[config.mk]
export PLATFORM = sky130hd
export DESIGN_NAME = population_count_sequential
export DESIGN_NICKNAME = d
export VERILOG_FILES = /design/src/rtl/population_count_sequential_pkg.sv /design/src/rtl/population_count_sequential_population_count.sv /design/src/rtl/population_count_sequential.sv
export SDC_FILE = /design/constraint.sdc
export NUM_CORES = 1
export LEC_CHECK = 0
export ABC_AREA = 1
export CAP_MARGIN = 10
export CORE_ASPECT_RATIO = 1.75
export CORE_UTILIZATION = 48
export DETAILED_ROUTE_END_ITERATION = 10
export PLACE_DENSITY = 0.8
export SYNTH_ARGS = -nofsm -noshare
export SYNTH_HDL_FRONTEND = slang
export SYNTH_HIERARCHICAL = 1
export SYNTH_SLANG_ARGS = --single-unit
[constraint.sdc]
create_clock -name clock -period 5.1 [get_ports clock]
set_input_delay 0.765 -clock clock [delete_from_list [all_inputs] [get_ports clock]]
set_output_delay 0.765 -clock clock [all_outputs]
set_load 0.005 [all_outputs]
[src/rtl/population_count_sequential_pkg.sv]
// Shared definitions for the sequential population counter: FSM encoding and
// elaboration-time sizing helpers.
package population_count_sequential_pkg;

    // Controller states:
    //   ST_IDLE  | ready for a word; accumulator holds the packet total so far
    //   ST_COUNT | counting one slice of the captured word per cycle
    //   ST_DONE  | packet total presented, waiting for the consumer
    typedef enum logic [1:0] {
        ST_IDLE  = 2'd0,
        ST_COUNT = 2'd1,
        ST_DONE  = 2'd2
    } state_t;

    function automatic int ceil_div(input int num, input int den);
        return (num + den - 1) / den;
    endfunction

    // Smallest r with 2**r >= value; 0 for value <= 1.
    function automatic int clog2_int(input int value);
        int r;
        r = 0;
        for (int i = 0; i < 31; i++) begin
            if ((1 << i) < value) begin
                r = i + 1;
            end
        end
        return r;
    endfunction

    // Bits needed to hold a popcount of chunk_width bits (0..chunk_width).
    function automatic int slice_count_width(input int chunk_width);
        return clog2_int(chunk_width + 1);
    endfunction

endpackage

[src/rtl/population_count_sequential_population_count.sv]
// Purely combinational population counter for one slice of the input word.
module population_count
    import population_count_sequential_pkg::*;
#(
    parameter  int WORD_WIDTH  = 16,
    localparam int COUNT_WIDTH = slice_count_width(WORD_WIDTH)
) (
    input  logic [WORD_WIDTH-1:0]  bits,
    output logic [COUNT_WIDTH-1:0] count
);

    // Ripple sum of the set bits; the slice is small so a linear adder chain is fine.
    always_comb begin
        count = '0;
        for (int i = 0; i < WORD_WIDTH; i++) begin
            count = count + COUNT_WIDTH'(bits[i]);
        end
    end

endmodule

[src/rtl/population_count_sequential.sv]
// Handshaked multi-cycle population counter: counts one CHUNK_WIDTH slice of the
// captured word per cycle and accumulates per-word counts into a saturating
// packet total that is presented once the word flagged last has been counted.
module population_count_sequential
    import population_count_sequential_pkg::*;
#(
    parameter int WORD_WIDTH  = 64,
    parameter int CHUNK_WIDTH = 16,
    parameter int ACCUM_WIDTH = 16
) (
    input  logic                   clock,
    input  logic                   clear,
    input  logic                   in_valid,
    output logic                   in_ready,
    input  logic [WORD_WIDTH-1:0]  in_word,
    input  logic                   in_count_zeros,
    input  logic                   in_last,
    output logic                   out_valid,
    input  logic                   out_ready,
    output logic [ACCUM_WIDTH-1:0] count_out,
    output logic                   overflow_out
);

    localparam int CHUNK_COUNT = ceil_div(WORD_WIDTH, CHUNK_WIDTH);
    localparam int PAD_WIDTH   = CHUNK_COUNT * CHUNK_WIDTH;
    localparam int IDX_WIDTH   = (CHUNK_COUNT > 1) ? clog2_int(CHUNK_COUNT) : 1;
    localparam int BASE_WIDTH  = (PAD_WIDTH > 1) ? clog2_int(PAD_WIDTH) : 1;
    localparam int SCW         = slice_count_width(CHUNK_WIDTH);
    localparam logic [IDX_WIDTH-1:0] LAST_IDX = IDX_WIDTH'(CHUNK_COUNT - 1);

    state_t                 state;
    state_t                 state_next;
    logic [WORD_WIDTH-1:0]  word_q;
    logic                   zeros_q;
    logic                   last_q;
    logic [IDX_WIDTH-1:0]   chunk_idx;
    logic [ACCUM_WIDTH-1:0] accum;
    logic                   overflow;
    logic                   in_ready_q;
    logic                   out_valid_q;

    logic                   accept;
    logic                   release_total;
    logic                   last_slice;
    logic [PAD_WIDTH-1:0]   padded_word;
    logic [PAD_WIDTH-1:0]   padded_mask;
    logic [BASE_WIDTH-1:0]  slice_base;
    logic [CHUNK_WIDTH-1:0] slice_bits;
    logic [SCW-1:0]         slice_count;
    logic [ACCUM_WIDTH:0]   sum;

    // Select the current slice, invert for count-zeros, then mask off padding
    // so the short final slice never contributes bits beyond WORD_WIDTH.
    always_comb begin
        padded_word                   = '0;
        padded_word[WORD_WIDTH-1:0]   = word_q;
        padded_mask                   = '0;
        padded_mask[WORD_WIDTH-1:0]   = '1;
        slice_base = BASE_WIDTH'(32'(chunk_idx) * CHUNK_WIDTH);
        slice_bits = (padded_word[slice_base +: CHUNK_WIDTH] ^ {CHUNK_WIDTH{zeros_q}})
                   & padded_mask[slice_base +: CHUNK_WIDTH];
        sum        = {1'b0, accum} + (ACCUM_WIDTH + 1)'(slice_count);
    end

    population_count #(
        .WORD_WIDTH (CHUNK_WIDTH)
    ) u_slice_count (
        .bits  (slice_bits),
        .count (slice_count)
    );

    // Next-state decode and handshake qualification.
    always_comb begin
        state_next    = state;
        accept        = (state == ST_IDLE) && in_ready_q && in_valid;
        release_total = (state == ST_DONE) && out_valid_q && out_ready;
        last_slice    = (chunk_idx == LAST_IDX);
        case (state)
            ST_IDLE: begin
                if (accept) begin
                    state_next = ST_COUNT;
                end
            end
            ST_COUNT: begin
                if (last_slice) begin
                    state_next = last_q ? ST_DONE : ST_IDLE;
                end
            end
            ST_DONE: begin
                if (release_total) begin
                    state_next = ST_IDLE;
                end
            end
            default: state_next = ST_IDLE;
        endcase
    end

    // State register plus registered handshake outputs derived from the next state.
    always_ff @(posedge clock) begin
        if (clear) begin
            state       <= ST_IDLE;
            in_ready_q  <= 1'b0;
            out_valid_q <= 1'b0;
        end else begin
            state       <= state_next;
            in_ready_q  <= (state_next == ST_IDLE);
            out_valid_q <= (state_next == ST_DONE);
        end
    end

    // Word capture, chunk walk and saturating packet accumulation.
    always_ff @(posedge clock) begin
        if (clear) begin
            word_q    <= '0;
            zeros_q   <= 1'b0;
            last_q    <= 1'b0;
            chunk_idx <= '0;
            accum     <= '0;
            overflow  <= 1'b0;
        end else begin
            case (state)
                ST_IDLE: begin
                    if (accept) begin
                        word_q    <= in_word;
                        zeros_q   <= in_count_zeros;
                        last_q    <= in_last;
                        chunk_idx <= '0;
                    end
                end
                ST_COUNT: begin
                    chunk_idx <= chunk_idx + IDX_WIDTH'(1);
                    if (sum[ACCUM_WIDTH]) begin
                        accum    <= '1;
                        overflow <= 1'b1;
                    end else begin
                        accum <= sum[ACCUM_WIDTH-1:0];
                    end
                end
                ST_DONE: begin
                    if (release_total) begin
                        accum    <= '0;
                        overflow <= 1'b0;
                    end
                end
                default: ;
            endcase
        end
    end

    assign in_ready     = in_ready_q;
    assign out_valid    = out_valid_q;
    assign count_out    = accum;
    assign overflow_out = overflow;

endmodule

# Word level (Yosys, flattened, before mapping)
# Cells that the tools add are included.
op_classes:
  n_addsub: 17
  n_eq_ne: 7
  n_shift: 2
  mux: 13
  n_bitwise: 2
  n_reduce_logical: 12
op_table:
  columns: ["op", "count"]
  rows:
  - ["5-bit by 1-bit adder with 5-bit output", 14]
  - ["64-bit by 7-bit variable part select with 16-bit output", 1]
  - ["64-bit by 7-bit variable part select with 16-bit output (first input constant)", 1]
  - ["16-bit 2-to-1 mux", 2]
  - ["16-bit case mux with 2 select lines", 1]
  - ["16-bit by 5-bit adder with 17-bit output", 1]
  - ["16-bit AND", 1]
  - ["16-bit XOR", 1]
  - ["2-bit 2-to-1 mux", 5]
  - ["2-bit == test (second input constant)", 3]
  - ["2-bit != test (second input constant)", 3]
  - ["2-bit case mux with 3 select lines", 1]
  - ["2-bit AND reduction", 3]
  - ["1-bit logical AND", 4]
  - ["2-bit zero test", 2]
  - ["2-bit case mux with 2 select lines", 1]
  - ["2-bit nonzero test", 2]
  - ["3-bit AND reduction", 1]
  - ["1-bit by 1-bit adder with 2-bit output", 1]
  - ["2-bit by 1-bit adder with 2-bit output (second input constant)", 1]
  - ["2-bit by 1-bit == test with 1-bit output (second input constant)", 1]
  - ["1-bit 2-to-1 mux", 2]
  - ["1-bit case mux with 2 select lines", 1]
word_totals:
  register_bits: 89
  input_bits: 70

# Longest topological paths before layout
logic_depth:
  ltp_word: 21
  mapped_depth: 28

# Cells and area by module
# Netlist, hierarchy kept.
modules_own_cells:
  columns: ["mod", "instances", "cells_each", "area_each_um2", "seq_area_each_um2"]
  rows:
  - ["population_count_sequential", 1, 630, 4404.2, 1781.7]
  - ["population_count", 1, 56, 429.2, 0.0]

# Worst setup path before layout
# No wires, ideal clock.
synth_timing:
  path_kind: "flip-flop to flip-flop"
  from: "register chunk_idx[0]"
  to: "register accum[14], in the netlist count_out[14]"
  setup_ns: 0.133
  t_arrival_ns: 4.836
  required_ns: 4.967
  slack_ns: 0.130
  path_stages_with_launch: 25
  synth_period_minus_slack_ns: 4.970
  cell_sequence: "dfxtp_1 -> inv_2 -> clkbuf_1 -> o21ai_0 -> o22ai_1 -> xor2_1 -> inv_1 -> fa_1 -> fa_1 -> fa_1 -> fa_1 -> inv_1 -> ha_1 -> inv_1 -> fa_1 -> inv_1 -> fa_1 -> nand2_1 -> nand2_1 -> nand3_2 -> nand2_4 -> nand2_4 -> nand3_1 -> nand2_1 -> a21oi_2"
synth_between:
  elab_cells_between_ends: 22
synth_lines:
  columns: ["element", "line", "source"]
  rows:
  - ["start, declared", "population_count_sequential.sv:36", "logic [IDX_WIDTH-1:0] chunk_idx;"]
  - ["start signal, assigned", "population_count_sequential.sv:131", "chunk_idx <= chunk_idx + IDX_WIDTH'(1);"]
  - ["64-bit by 7-bit variable part select with 16-bit output", "population_count_sequential.sv:60", "slice_bits = (padded_word[slice_base +: CHUNK_WIDTH] ^ {CHUNK_WIDTH{zeros_q}})"]
  - ["16-bit XOR", "population_count_sequential.sv:60", null]
  - ["16-bit AND *", "population_count_sequential.sv:61", "& padded_mask[slice_base +: CHUNK_WIDTH];"]
  - ["net slice_bits[5]", "population_count_sequential.sv:48", "logic [CHUNK_WIDTH-1:0] slice_bits;"]
  - ["5-bit by 1-bit adder with 5-bit output * (11 in a row)", "population_count_sequential_population_count.sv:16", "count = count + COUNT_WIDTH'(bits[i]);"]
  - ["net slice_count[1]", "population_count_sequential.sv:49", "logic [SCW-1:0] slice_count;"]
  - ["16-bit by 5-bit adder with 17-bit output *", "population_count_sequential.sv:62", "sum = {1'b0, accum} + (ACCUM_WIDTH + 1)'(slice_count);"]
  - ["16-bit 2-to-1 mux *", "population_count_sequential.sv:132", "if (sum[ACCUM_WIDTH]) begin"]
  - ["16-bit case mux with 2 select lines *", "population_count_sequential.sv:121", "case (state)"]
  - ["end signal, assigned", "population_count_sequential.sv:136", "accum <= sum[ACCUM_WIDTH-1:0];"]
  - ["end, declared", "population_count_sequential.sv:37", "logic [ACCUM_WIDTH-1:0] accum;"]
# Mark *: on every way through the listed nets, which the timed path passes. The rest lies on a longest branch.
# A chain may end at the register's enable or synchronous reset.

# Worst setup path after layout
layout_timing:
  from: "register chunk_idx[0]"
  to: "register accum[15], in the netlist count_out[15]"
layout_between:
  elab_cells_between_ends: 22
layout_lines:
  columns: ["element", "line"]
  rows:
  - ["64-bit by 7-bit variable part select with 16-bit output", "population_count_sequential.sv:60"]
  - ["16-bit XOR", "population_count_sequential.sv:60"]
  - ["16-bit AND *", "population_count_sequential.sv:61"]
  - ["net slice_bits[15]", "population_count_sequential.sv:48"]
  - ["5-bit by 1-bit adder with 5-bit output *", "population_count_sequential_population_count.sv:16"]
  - ["net slice_count[1]", "population_count_sequential.sv:49"]
  - ["16-bit by 5-bit adder with 17-bit output *", "population_count_sequential.sv:62"]
  - ["16-bit 2-to-1 mux *", "population_count_sequential.sv:132"]
  - ["16-bit case mux with 2 select lines *", "population_count_sequential.sv:121"]
# Marks and branches as above.

==> results.md <==
- Family with the most delay on the worst path: adder cells
- Setup violators final: 17
- Most common cell in the synthesized netlist: nor2_1
- Final setup TNS: -0.597 ns
- Fraction of registers with async set/reset: 0%
- Synth Register Bits: 89
- Core area: 0.00985 sq mm
- Row cnt: 48
- Worst Hold Class: reg -> reg
- Post-synth cell types: 35
- DR DRC count: 2
- Post-Route WL: 13600 microns
- Post-synth EDFFs: 0
- DIE AREA: 0.0105 sq mm
- Design Area, Final: 0.00661 sq mm
- Failing checks: design-rule violations, negative setup slack
- ANT cells: 0
- Worst Min Path Start: padded_word[24]
- Largest stage delay on the critical path: 0.57 ns
- Htree depth: 3
- Register area share after synthesis: 36.9%
- Initial core utilization: 49.1%
- Global placement routability congestion: 0.923
- Clk sinks: 89
- Reg-to-Reg End: count_out[15]
- Top post-synthesis cells by area: dfxtp_1 (37%), nor2_1 (14%), o21ai_0 (9.8%), nand2_1 (6.4%), fa_1 (4.6%)
- Leakage Power: 2.77 nW
- 1st-pass router iterations: 8
- Max-cap check violation count: 0
- Syn nets: 778
- Main synth FF type: dfxtp_1
- Slew HR: 30.1%
- Synth cell count leaders: nor2_1 (181), o21ai_0 (95), dfxtp_1 (89), nand2_1 (83), inv_1 (55)
- Area delta synth->final: 36.7%
- Max-slew violations: 0
- Power Density: 516 mW/mm^2
- Post-Syn Area per Cell: 7.05 sq um
- Reg2Reg Depth: 24
- Die width: 77.9 microns
- CP endpoint: count_out[15]
- Worst Path Max Fanout: 8
- Ports: 89
- Post-DP Area: 0.00591 sq mm
- Worst-path cell chain: buf_6, buf_4, nor2_1, o22ai_1, xor2_1, inv_1, fa_1, fa_1, fa_1, fa_1, inv_1, ha_2, inv_2, fa_2, inv_2, fa_2, nand2_2, nand2_2, nand3_2, nand2_4, nand4_1, nand2_1, a21oi_2, nor2_1
- CTS buffer count: 9
- RSZ-0062 raised after global routing: yes
- I/O Buffers: 88
- Vias in the first global route: 4909
- Setup CP Type: reg -> reg
- CTS tree: built
- Fin crit period: 5.18 ns
- Slew @ Worst Pin: 1.05 ns
- Clock buffer depth: 2
- Root Buffer: clkbuf_16
- Total Routing Usage GR: 26.8%
- Final-stage net count: 881
- CP max-delay cell: fa_1
- Required time worst endpoint: 5.32 ns
- Clk_skew: 0.00786 ns
- Cells after Synth: 686
- Largest net degree at the start of global routing: 71
- Worst Path Arrival: 5.40 ns
- CP Launch Type: flip-flop
- Hold Fails Final Rpt: 0
- Post-Synthesis Cell Area: 0.00483 sq mm
- Status: finished with violations
- Initial antenna violation count: 0
- Layout cells sized above 1: 16.5%
- Hold-fix buffers, CTS: 0
- DR iter-0 viols: 206
- Critical Path Most Common Cell: fa_1
- Clock-pin slew on the worst setup and hold paths: 0.06 ns
- Worst Slack Setup Final: -0.0816 ns
- Grt ovf: 0
- Largest area contributor in the netlist: dfxtp_1
- First-pass GRT wire length: 21700 microns
- Max Fclk: 0.193 GHz
- Critical path endpoint category: flip-flop
- Worst R2R Setup Slack: -0.08 ns
- Syn. warnings: 6
- Worst-Skew Late Latency: 0.34 ns
- Crit path buffers/inverters: 6
- Detail-routed via count per cell: 5.27
- Worst IR drop on VDD: 0.000536 V
- Antenna-violating nets left: 0
- Via count: 4832
- Final core utilization: 67.1%
- Die H: 135 microns
- R2R Path Start: chunk_idx[0]
- Period Utilization, post-route: 102%
- Crit. Startpoint: chunk_idx[0]
- Dpl hpwl: 9900 microns
- Area share of the largest cell type after synthesis: 36.9%
- CP Depth: 24
- Routed len/inst: 14.9 microns
-- through the flow --
step / total power, mW / hold slack, ns / setup slack, ns / cells
floorplan: 1.84 / 0.450 / 0.130 / 686
global placement: 2.32 / 0.466 / -0.164 / 887
detailed placement: 2.45 / 0.471 / -0.284 / 887
CTS: 3.24 / 0.484 / 0.000798 / 909
global route: 3.65 / 0.506 / -0.271 / 917
finish: 3.41 / 0.480 / -0.0816 / 917
-- area by class of cell --
cell class              count  area [sq um]
fillers                   826          3240
flip-flops and latches     89          1790
repair buffers            128          1290
well taps                 125           156
multi-input cells         499          2850
clock inverters             3          43.8
inverters                  62           240
clock buffers              11           233
-- state kept, by name, indices dropped and copies added (netlist names) --
signal / count
padded_word: 64
count_out: 16
chunk_idx: 2
state: 2
in_ready: 1
last_q: 1
out_valid: 1
overflow_out: 1
zeros_q: 1
-- power breakdown --
part           internal [mW]  switching (mW)
Combinational          0.945            1.03
Sequential             0.753          0.0511
Clock                  0.374           0.253
-- worst min path at each step --
| stage | to | slack [ns] | cells after the start |
|---|---|---|---|
| after detailed placement | padded_word[24] | 0.47 | 2 |
| after global routing | padded_word[26] | 0.51 | 2 |
| after CTS | padded_word[24] | 0.48 | 2 |
| after global placement | padded_word[21] | 0.47 | 2 |
| final | padded_word[24] | 0.48 | 2 |
| after floorplan | padded_word[21] | 0.45 | 2 |
-- placed cells by master, fill, tap and decap left out, types with 5 or more instances in the layout --
cell type and instances:
nor2_1 174, clkdlybuf4s50_1 88, dfxtp_1 87, o21ai_0 82
nand2_1 72, inv_1 53, buf_4 29, nand3_1 22
xor2_1 18, o22ai_1 13, o21ai_1 11, nand2_2 11
nor2_2 10, a21oi_1 10, clkbuf_16 10, a21oi_2 9
fa_1 9, o21ai_2 8, inv_2 8, nand3_2 8
ha_1 8, nand2_4 5
-- layer usage --
layer	routed length [microns]	track usage (%)
met1	4660	23.2
met2	7640	53.7
met3	454	4.12
met4	871	19.1
met5	0	0
-- tightest hold or removal path, cell delays in order, from the launching register on --
cell and delay, ns:
dfxtp_1 0.32, nor2_1 0.05, nor2_1 0.08
-- repair_timing --
| action | CTS | global route |
|---|---|---|
| buffers inserted | 7 | 7 |
| pin swaps | 21 | 30 |
| gates resized for setup | 34 | 44 |
| endpoints found under the setup margin | 17 | 17 |
| gates cloned | 1 | 1 |
-- cell families (layout without fill, tap and decap cells) --
| logic type | count (synthesis) | count (layout) | share of synthesized area (%) |
|---|---|---|---|
| AO/OA/AOI/OAI | 142 | 142 | 15.9 |
| flip-flops | 89 | 89 | 36.9 |
| AND/OR/NAND/NOR | 316 | 316 | 27.9 |
| XOR/XNOR | 19 | 19 | 3.44 |
| buffers and inverters | 98 | 204 | 8.49 |
| adder cells (fa/ha/maj) | 22 | 22 | 7.40 |
(Power assumes the default switching activity.)
